<file path="src/rtl/motor_ramp_controller.sv">
// motor_ramp_controller: weight-banded motor power ramp with fixed dwell per step, hold, ramp-down and overload fault.
module motor_ramp_controller #(
  parameter int STEP_CYCLES = 8,
  parameter int BAND        = 200,
  parameter int OVERLOAD    = 1000
) (
  input  logic        clk,
  input  logic        rst_n,
  input  logic [12:0] weight,
  input  logic        run_req,
  output logic        run_ack,
  output logic [2:0]  powerlevel,
  output logic [7:0]  motor,
  output logic        busy,
  output logic        overload
);
  localparam logic [2:0] IDLE      = 3'd0;
  localparam logic [2:0] RAMP_UP   = 3'd1;
  localparam logic [2:0] HOLD      = 3'd2;
  localparam logic [2:0] RAMP_DOWN = 3'd3;
  localparam logic [2:0] FAULT     = 3'd4;
  logic [2:0] state_q, state_d, level_q, level_d, target_q, target_d;
  logic [7:0] cnt_q, cnt_d, motor_q, motor_d;
  logic       run_ack_q, run_ack_d, busy_q, busy_d, overload_q, overload_d;
  logic       step;
  assign step = cnt_q == 8'(STEP_CYCLES - 1);
  always_comb begin
    state_d   = state_q;
    level_d   = level_q;
    target_d  = target_q;
    cnt_d     = cnt_q;
    run_ack_d = 1'b0;
    case (state_q)
      IDLE: if (run_req) begin
        if (weight >= 13'(OVERLOAD)) state_d = FAULT;
        else begin
          target_d = 3'(weight / 13'(BAND)) + 3'd1;
          cnt_d    = 8'd0;
          state_d  = RAMP_UP;
        end
      end
      // Dropping run_req wins over a step landing on the same edge.
      RAMP_UP: if (!run_req) begin
        state_d = RAMP_DOWN;
        cnt_d   = 8'd0;
      end else if (step) begin
        cnt_d   = 8'd0;
        level_d = level_q + 3'd1;
        if (level_q + 3'd1 == target_q) begin
          state_d   = HOLD;
          run_ack_d = 1'b1;
        end
      end else cnt_d = cnt_q + 8'd1;
      HOLD: if (!run_req) begin
        state_d = RAMP_DOWN;
        cnt_d   = 8'd0;
      end
      RAMP_DOWN: if (level_q == 3'd0) state_d = IDLE;
      else if (step) begin
        cnt_d   = 8'd0;
        level_d = level_q - 3'd1;
        state_d = level_q == 3'd1 ? IDLE : RAMP_DOWN;
      end else cnt_d = cnt_q + 8'd1;
      FAULT: begin
        level_d = 3'd0;
        state_d = run_req ? FAULT : IDLE;
      end
      default: state_d = IDLE;
    endcase
    motor_d    = 8'd1 << level_d;
    busy_d     = state_d != IDLE;
    overload_d = state_d == FAULT;
  end
  always_ff @(posedge clk) begin
    if (!rst_n) begin
      state_q    <= IDLE;
      level_q    <= 3'd0;
      target_q   <= 3'd0;
      cnt_q      <= 8'd0;
      motor_q    <= 8'd1;
      run_ack_q  <= 1'b0;
      busy_q     <= 1'b0;
      overload_q <= 1'b0;
    end else begin
      state_q    <= state_d;
      level_q    <= level_d;
      target_q   <= target_d;
      cnt_q      <= cnt_d;
      motor_q    <= motor_d;
      run_ack_q  <= run_ack_d;
      busy_q     <= busy_d;
      overload_q <= overload_d;
    end
  end
  assign run_ack    = run_ack_q;
  assign powerlevel = level_q;
  assign motor      = motor_q;
  assign busy       = busy_q;
  assign overload   = overload_q;
endmodule

</file>
<file path="config.mk">
export PLATFORM = sky130hd
export DESIGN_NAME = motor_ramp_controller
export DESIGN_NICKNAME = d
export VERILOG_FILES = /design/src/rtl/motor_ramp_controller.sv
export SDC_FILE = /design/constraint.sdc
export NUM_CORES = 1
export LEC_CHECK = 0
export BUFFER_PORTS_ARGS = -buffer_cell sky130_fd_sc_hd__buf_2
export CELL_PAD_IN_SITES_DETAIL_PLACEMENT = 0
export CELL_PAD_IN_SITES_GLOBAL_PLACEMENT = 1
export CORE_MARGIN = 2
export CORE_UTILIZATION = 35
export CTS_BUF_LIST = sky130_fd_sc_hd__clkbuf_8
export DETAILED_ROUTE_END_ITERATION = 8
export GPL_TIMING_DRIVEN = 0
export PLACE_DENSITY = 0.74
export SYNTH_ARGS = -nofsm -noshare
export SYNTH_HDL_FRONTEND = slang
export SYNTH_SLANG_ARGS = --single-unit
</file>
<file path="constraint.sdc">
create_clock -name clk -period 4.88 [get_ports clk]
set_input_delay 0.488 -clock clk [delete_from_list [all_inputs] [get_ports clk]]
set_output_delay 0.488 -clock clk [all_outputs]
set_load 0.005 [all_outputs]
</file>
==> qor.csv, run 1 <==
metric;value;unit
CP max-delay cell;mux2i_1;
sequential share of the synthesized area;22.57;%
Synth warnings;0;
global placer's final weighted congestion;0.8574;
fin crit period;3797;ps
clk_lat worst skew;270;ps
Setup crit end kind;flop;
Critical Path Start Type;primary input;
MaxCap Viol Count;0;
Setup Fix Bufs, Post-CTS;0;
DR vias/cell;5.620;
# rows;30;
delay-heaviest family, CP;simple AND/OR/NAND/NOR gates;
WHS;514.0;ps
Routed WL;6354;µm
WS Path Type;primary input to flop;
ys async rst share;0;%
Die Wd;88.24;µm
Power Density;225.9;nW/µm²
sequential cell area;560.5;µm²
post-CTS sizing;0;
Sink Count;28;
Fin Setup TNS;0;ps
first-pass GRT wire length;10920;µm
Hold Violations, Final;0;
Slew @ Worst Pin;866.1;ps
CP Data Arrival Time;3970;ps
diode count;0;
Remaining Overflow, GRT;0;
fillers;701;
CTS tree;built;
Avg Cell Area, Syn;7.549;µm²
Top FF cell, synth;dfxtp_1;
vias in the first global route;2405;
clock skew;2.910;ps
highest clock rate;263.4;MHz
Max IR drop VDD;0.0001592;V
CORE AREA;6832;µm²
Area contributors post-synth;dfxtp_1 (23%), nor2_1 (4.5%), o21ai_0 (4.4%);
DRT antenna net count;0;
largest family of logic cells by synthesized area;compound AO/OA/AOI/OAI gates;
Yosys top cell by area;dfxtp_1;
clock buffer depth;2;
Layout Nets;380;
mux contribution to synthesized area;2.418;%
clock slew at reported path FFs;90;ps
Slew Limit Headroom;41.82;%
Post-Synthesis Cells;329;
initial antenna violation count;0;
Pwr Total;0.0006314;W
Netlist cell types;67;
vias post-DR;2546;
I/O pin count;30;
Total Routing Usage GR;16.93;%
R2R setup slack;2050;ps
top cell type's share of synthesized area;22.57;%
DR WL/cell;14.03;µm
RSZ-0062 raised after global routing;no;
Post-Synth XOR/XNOR Area;4.584;%
Hold Crit Class;flop to flop;
Initial Util;36.36;%
Remaining DRCs;0;
share of cells above drive strength 1;15.69;%
Synth Area in Adders;3.476;%
Die ar.;7786;µm²
crit share post-route;77.81;%
setup violators final;0;
syn_nets;351;
DRT Pass-1 Iters;4;
Static Leak;1.138;nW
largest net degree at the start of global routing;17;
post-layout util;40.92;%
initial drt markers;205;
critical path peak fanout;10;
worst path required time;5060;ps
Cell Area, Synth;2484;µm²
critical path cell sequence;buf_2 > buf_2 > or2_1 > a32oi_1 > nand3_1 > nand4_1 > o211a_1 > a21boi_4 > buf_6 > mux2i_1 > nand3_1 > o211a_1 > or3_1 > ha_1 > xor2_1 > nor2_1 > a21oi_1 > nor2b_1;
worst path buffer plus inverter count;3;
Area Overhead vs Synth;12.54;%
Slowest Stage Delay on Critical Path;330;ps
CTS root buf;clkbuf_8;
CTS H-tree lvls;1;
DP HPWL;4934;µm
Die Ht;88.24;µm
hold_buf cts;0;
port buffer count;24;
Synth Area in Compound Gates;30.43;%
Synth Area in Simple Gates;29.87;%
FF+latch count, synth;28;
Slew Viols, Final;0;
CTS Buf Count;3;
run status;complete, no violations;
Post-synth EDFFs;0;
Multi-input gate area;1758;µm²
-- synth_stat cells (6+ instances only) --
| library cell | count |
|---|---|
| a21oi_1 | 15 |
| a31oi_1 | 6 |
| and2_1 | 8 |
| and3_1 | 6 |
| buf_2 | 9 |
| dfxtp_1 | 28 |
| ha_1 | 6 |
| inv_1 | 15 |
| mux2i_1 | 6 |
| nand2_1 | 22 |
| nand2b_1 | 6 |
| nand3_1 | 18 |
| nand4_1 | 7 |
| nor2_1 | 30 |
| nor2b_1 | 6 |
| nor3_1 | 10 |
| o211ai_1 | 8 |
| o21ai_0 | 22 |
| xnor2_1 | 6 |
| xor2_1 | 7 |
-- report_power, final --
part           total [W]  internal [W]  switching, W
combinational   0.000213     0.0000904      0.000123
sequential      0.000237      0.000233    0.00000322
clock           0.000182      0.000110     0.0000719
-- worst register-to-register path, stage by stage, from the launching register on --
cell,delay [ps]
dfxtp_1,350
or4_1,500
nor3_1,680
nand4_1,310
a31oi_1,260
o211ai_1,100
and2_1,180
or3_1,350
-- final timing paths --
check        cells past startpoint       from          end
max                             18  weight[8]  target_q[2]
min                              2   cnt_q[1]     cnt_q[1]
max reg2reg                      7   cnt_q[5]         busy
min reg2reg                      2   cnt_q[1]     cnt_q[1]
-- through the flow --
| step | std cells | worst slack, ps | cell area (µm²) |
|---|---|---|---|
| after CTS | 453 | 1105 | 2795 |
| after global routing | 453 | 800.7 | 2795 |
| after global placement | 449 | 810.0 | 2724 |
| after floorplan | 329 | 1315 | 2484 |
| after detailed placement | 449 | 809.8 | 2724 |
| final | 453 | 1083 | 2795 |
-- metal layers --
metal,up-vias,global-route usage (%),wire length [µm]
met5,-,0,0
met3,6,0.8396,171
met4,0,4.270,64
li1,1275,-,-
met2,57,30.42,3212
met1,1208,22.22,2905
-- cells by family after synthesis --
logic type               after synthesis
AND/OR/NAND/NOR                      137
AO/OA/AOI/OAI                        104
buffers and inverters                 34
flip-flops                            28
XOR/XNOR                              13
adder cells (fa/ha/maj)                7
multiplexers                           6
-- state kept, by name, indices dropped and copies added (netlist names) --
register / cells
busy: 1
cnt_q: 8
motor: 8
overload: 1
powerlevel: 3
run_ack: 1
state_q: 3
target_q: 3
-- area by class of cell --
type / instances / area share (%)
timing repair buffer: 24 / 4.297
tap: 96 / 4.297
inverter: 15 / 2.014
multi-input combinational: 267 / 62.89
sequential: 28 / 20.05
clock inverter: 1 / 1.074
buffer: 19 / 3.894
clock buffer: 3 / 1.477
-- placed cells by master (no fill, tap or decap), drive strengths merged, types with 8 or more instances in the layout --
master	count
nand3	18
a21oi	15
dfxtp	28
nor2	30
buf	39
nor3	11
o21ai	22
and2	9
nand2	22
o211ai	8
inv	15
Note: power is estimated with default switching activity, not from simulation.
==> run 2, diff against run 1 <==
Settings changed: PLACE_DENSITY 0.74 to 0.77.
Clock period 4.88 ns to 3.24 ns, I/O delays scaled along.
==> run 2 against run 1 <==
Worst hold slack worse by 140 ps. The run now ends with negative setup slack left. Critical path type unchanged. First-iteration DRC count decreased by 12%. Cell count rose by 2.6%. Sequential cell count unchanged.
==> qor.csv, run 2 (same netlist as run 1, synthesis figures left out) <==
metric;value;unit;change
Die Ht;88.24;µm;unchanged
failing checks;negative setup slack;;
Remaining DRCs;0;;unchanged
first-pass GRT wire length;11500;µm;+5.3%
Reg2Reg Depth;7;;unchanged
clock skew;1.975;ps;-0.9348 ps
commonest non-fill, non-tap cell in the layout;nor2_1;;
Setup crit end kind;flop;;
run status;finished, violations left;;
WS Path Type;primary input to flop;;
worst hold start;rst_n;;
Slew Limit Headroom;40.23;%;-1.6 points
Slew @ Worst Pin;889.6;ps;+23.55 ps
worst path required time;3420;ps;-1640 ps
vias post-DR;2660;;+4.5%
sequential cell area;560.5;µm²;unchanged
Die ar.;7786;µm²;unchanged
initial antenna violation count;0;;unchanged
fillers;726;;+3.6%
Critical Path Start Type;primary input;;
setup violators final;1;;+1
Slew Viols, Final;0;;unchanged
MaxCap Viol Count;0;;unchanged
diode count;0;;unchanged
DR WL/cell;14.49;µm;+3.3%
crit share post-route;101.4;%;
Power Density;342.9;nW/µm²;+52%
Remaining Overflow, GRT;0;;unchanged
share of cells above drive strength 1;24.39;%;+8.7 points
Multi-input gate area;1897;µm²;+7.9%
Total Routing Usage GR;18.13;%;+1.2 points
clock buffer depth;2;;unchanged
CTS H-tree lvls;1;;unchanged
WHS;375.6;ps;-138.5 ps
Sink Count;28;;unchanged
non-filler instance count after layout;465;;+2.6%
CP Data Arrival Time;3460;ps;-510 ps
Setup crit start;weight[9];;
clk_lat worst skew;270;ps;about the same
Layout Nets;392;;+3.2%
port buffer count;24;;unchanged
CORE AREA;6832;µm²;unchanged
# rows;30;;unchanged
RR Startpoint;cnt_q[5];;
largest net degree at the start of global routing;17;;unchanged
hold_buf cts;0;;unchanged
Static Leak;1.237;nW;+8.7%
Hold Crit Class;primary input to flop;;
most frequent cells in the layout;nor2_1 (29), dfxtp_1 (28), buf_2 (23);;
Max IR drop VDD;0.0002441;V;+53%
CTS tree;built;;
Setup WS post-layout;-45.71;ps;-1129 ps
highest clock rate;304.3;MHz;
Area Overhead vs Synth;24.48;%;
DRT Pass-1 Iters;6;;+2
RSZ-0062 raised after global routing;yes;;
CTS root buf;clkbuf_8;;
Pwr Total;0.001060;W;+68%
post-layout util;45.26;%;+4.3 points
vias in the first global route;2515;;+4.6%
critical path peak fanout;10;;unchanged
total placed cells including tap cells;449;;unchanged
global placer's final weighted congestion;0.8512;;-0.72%
DR vias/cell;5.720;;+1.8%
DRT antenna net count;0;;unchanged
dpl ws;-642.4;ps;-1452 ps
worst hold stages;2;;unchanged
Hold Violations, Final;0;;unchanged
initial drt markers;181;;-12%
CTS Buf Count;3;;unchanged
Die Wd;88.24;µm;unchanged
Initial Util;36.36;%;unchanged
DP HPWL;4916;µm;-0.35%
fin crit period;3286;ps;
I/O pin count;30;;unchanged
clock slew at reported path FFs;100;ps;about the same
Routed WL;6736;µm;+6.0%
[run 2: worst paths after layout]
path / end / slack (ps)
max: target_q[2] / -50
min: state_q[0] / 380
max reg2reg: busy / 360
min reg2reg: cnt_q[1] / 500
[run 2: repair_timing]
item,in CTS,in global routing
pin swaps,5,11
setup endpoints to repair,2,2
buffers inserted,7,4
resized for setup,13,33
cloned,0,1
[run 2: per-layer routing]
metal | vias to the layer above | GRT usage, % | share of wire, %
li1 | 1293 | - | -
met1 | 1254 | 22.70 | 43
met2 | 93 | 31.72 | 49
met3 | 20 | 2.332 | 5.1
met4 | 0 | 6.887 | 2.5
met5 | - | 0 | 0
[run 2: worst max-delay path, cell delays in order]
cell      delay [ps]
buf_8            100
buf_2            180
and2b_2          260
a32oi_2          280
nand3_2          150
nand4_1          130
o211a_1          160
a21boi_4         220
buf_6            160
mux2i_4          270
nand3_1          100
o211a_1          250
or3_4            340
ha_4             170
xor2_2           120
nor2_1            50
a21oi_1          120
nor2b_1           60
[run 2: metrics by stage]
step	instance area, µm²	setup TNS, ps
floorplan	2509	-60.56
global placement	2749	-1119
detailed placement	2749	-1182
CTS	2943	-109.1
global route	3092	-180.0
finish	3092	-45.71
[run 2: power by group]
part / leakage (nW) / internal [W] / switching (W)
clock: 0.0357 / 0.000165 / 0.000110
combinational: 0.975 / 0.000205 / 0.000223
sequential: 0.227 / 0.000352 / 0.00000487
[run 2: final cells by class]
cell class / count / area share, %
Multi-Input combinational cell: 267 / 61.35
Clock buffer: 3 / 1.335
Clock inverter: 1 / 0.9713
Tap cell: 96 / 3.885
Inverter: 15 / 1.821
Sequential cell: 28 / 18.13
Buffer: 19 / 4.573
Timing Repair Buffer: 36 / 7.932
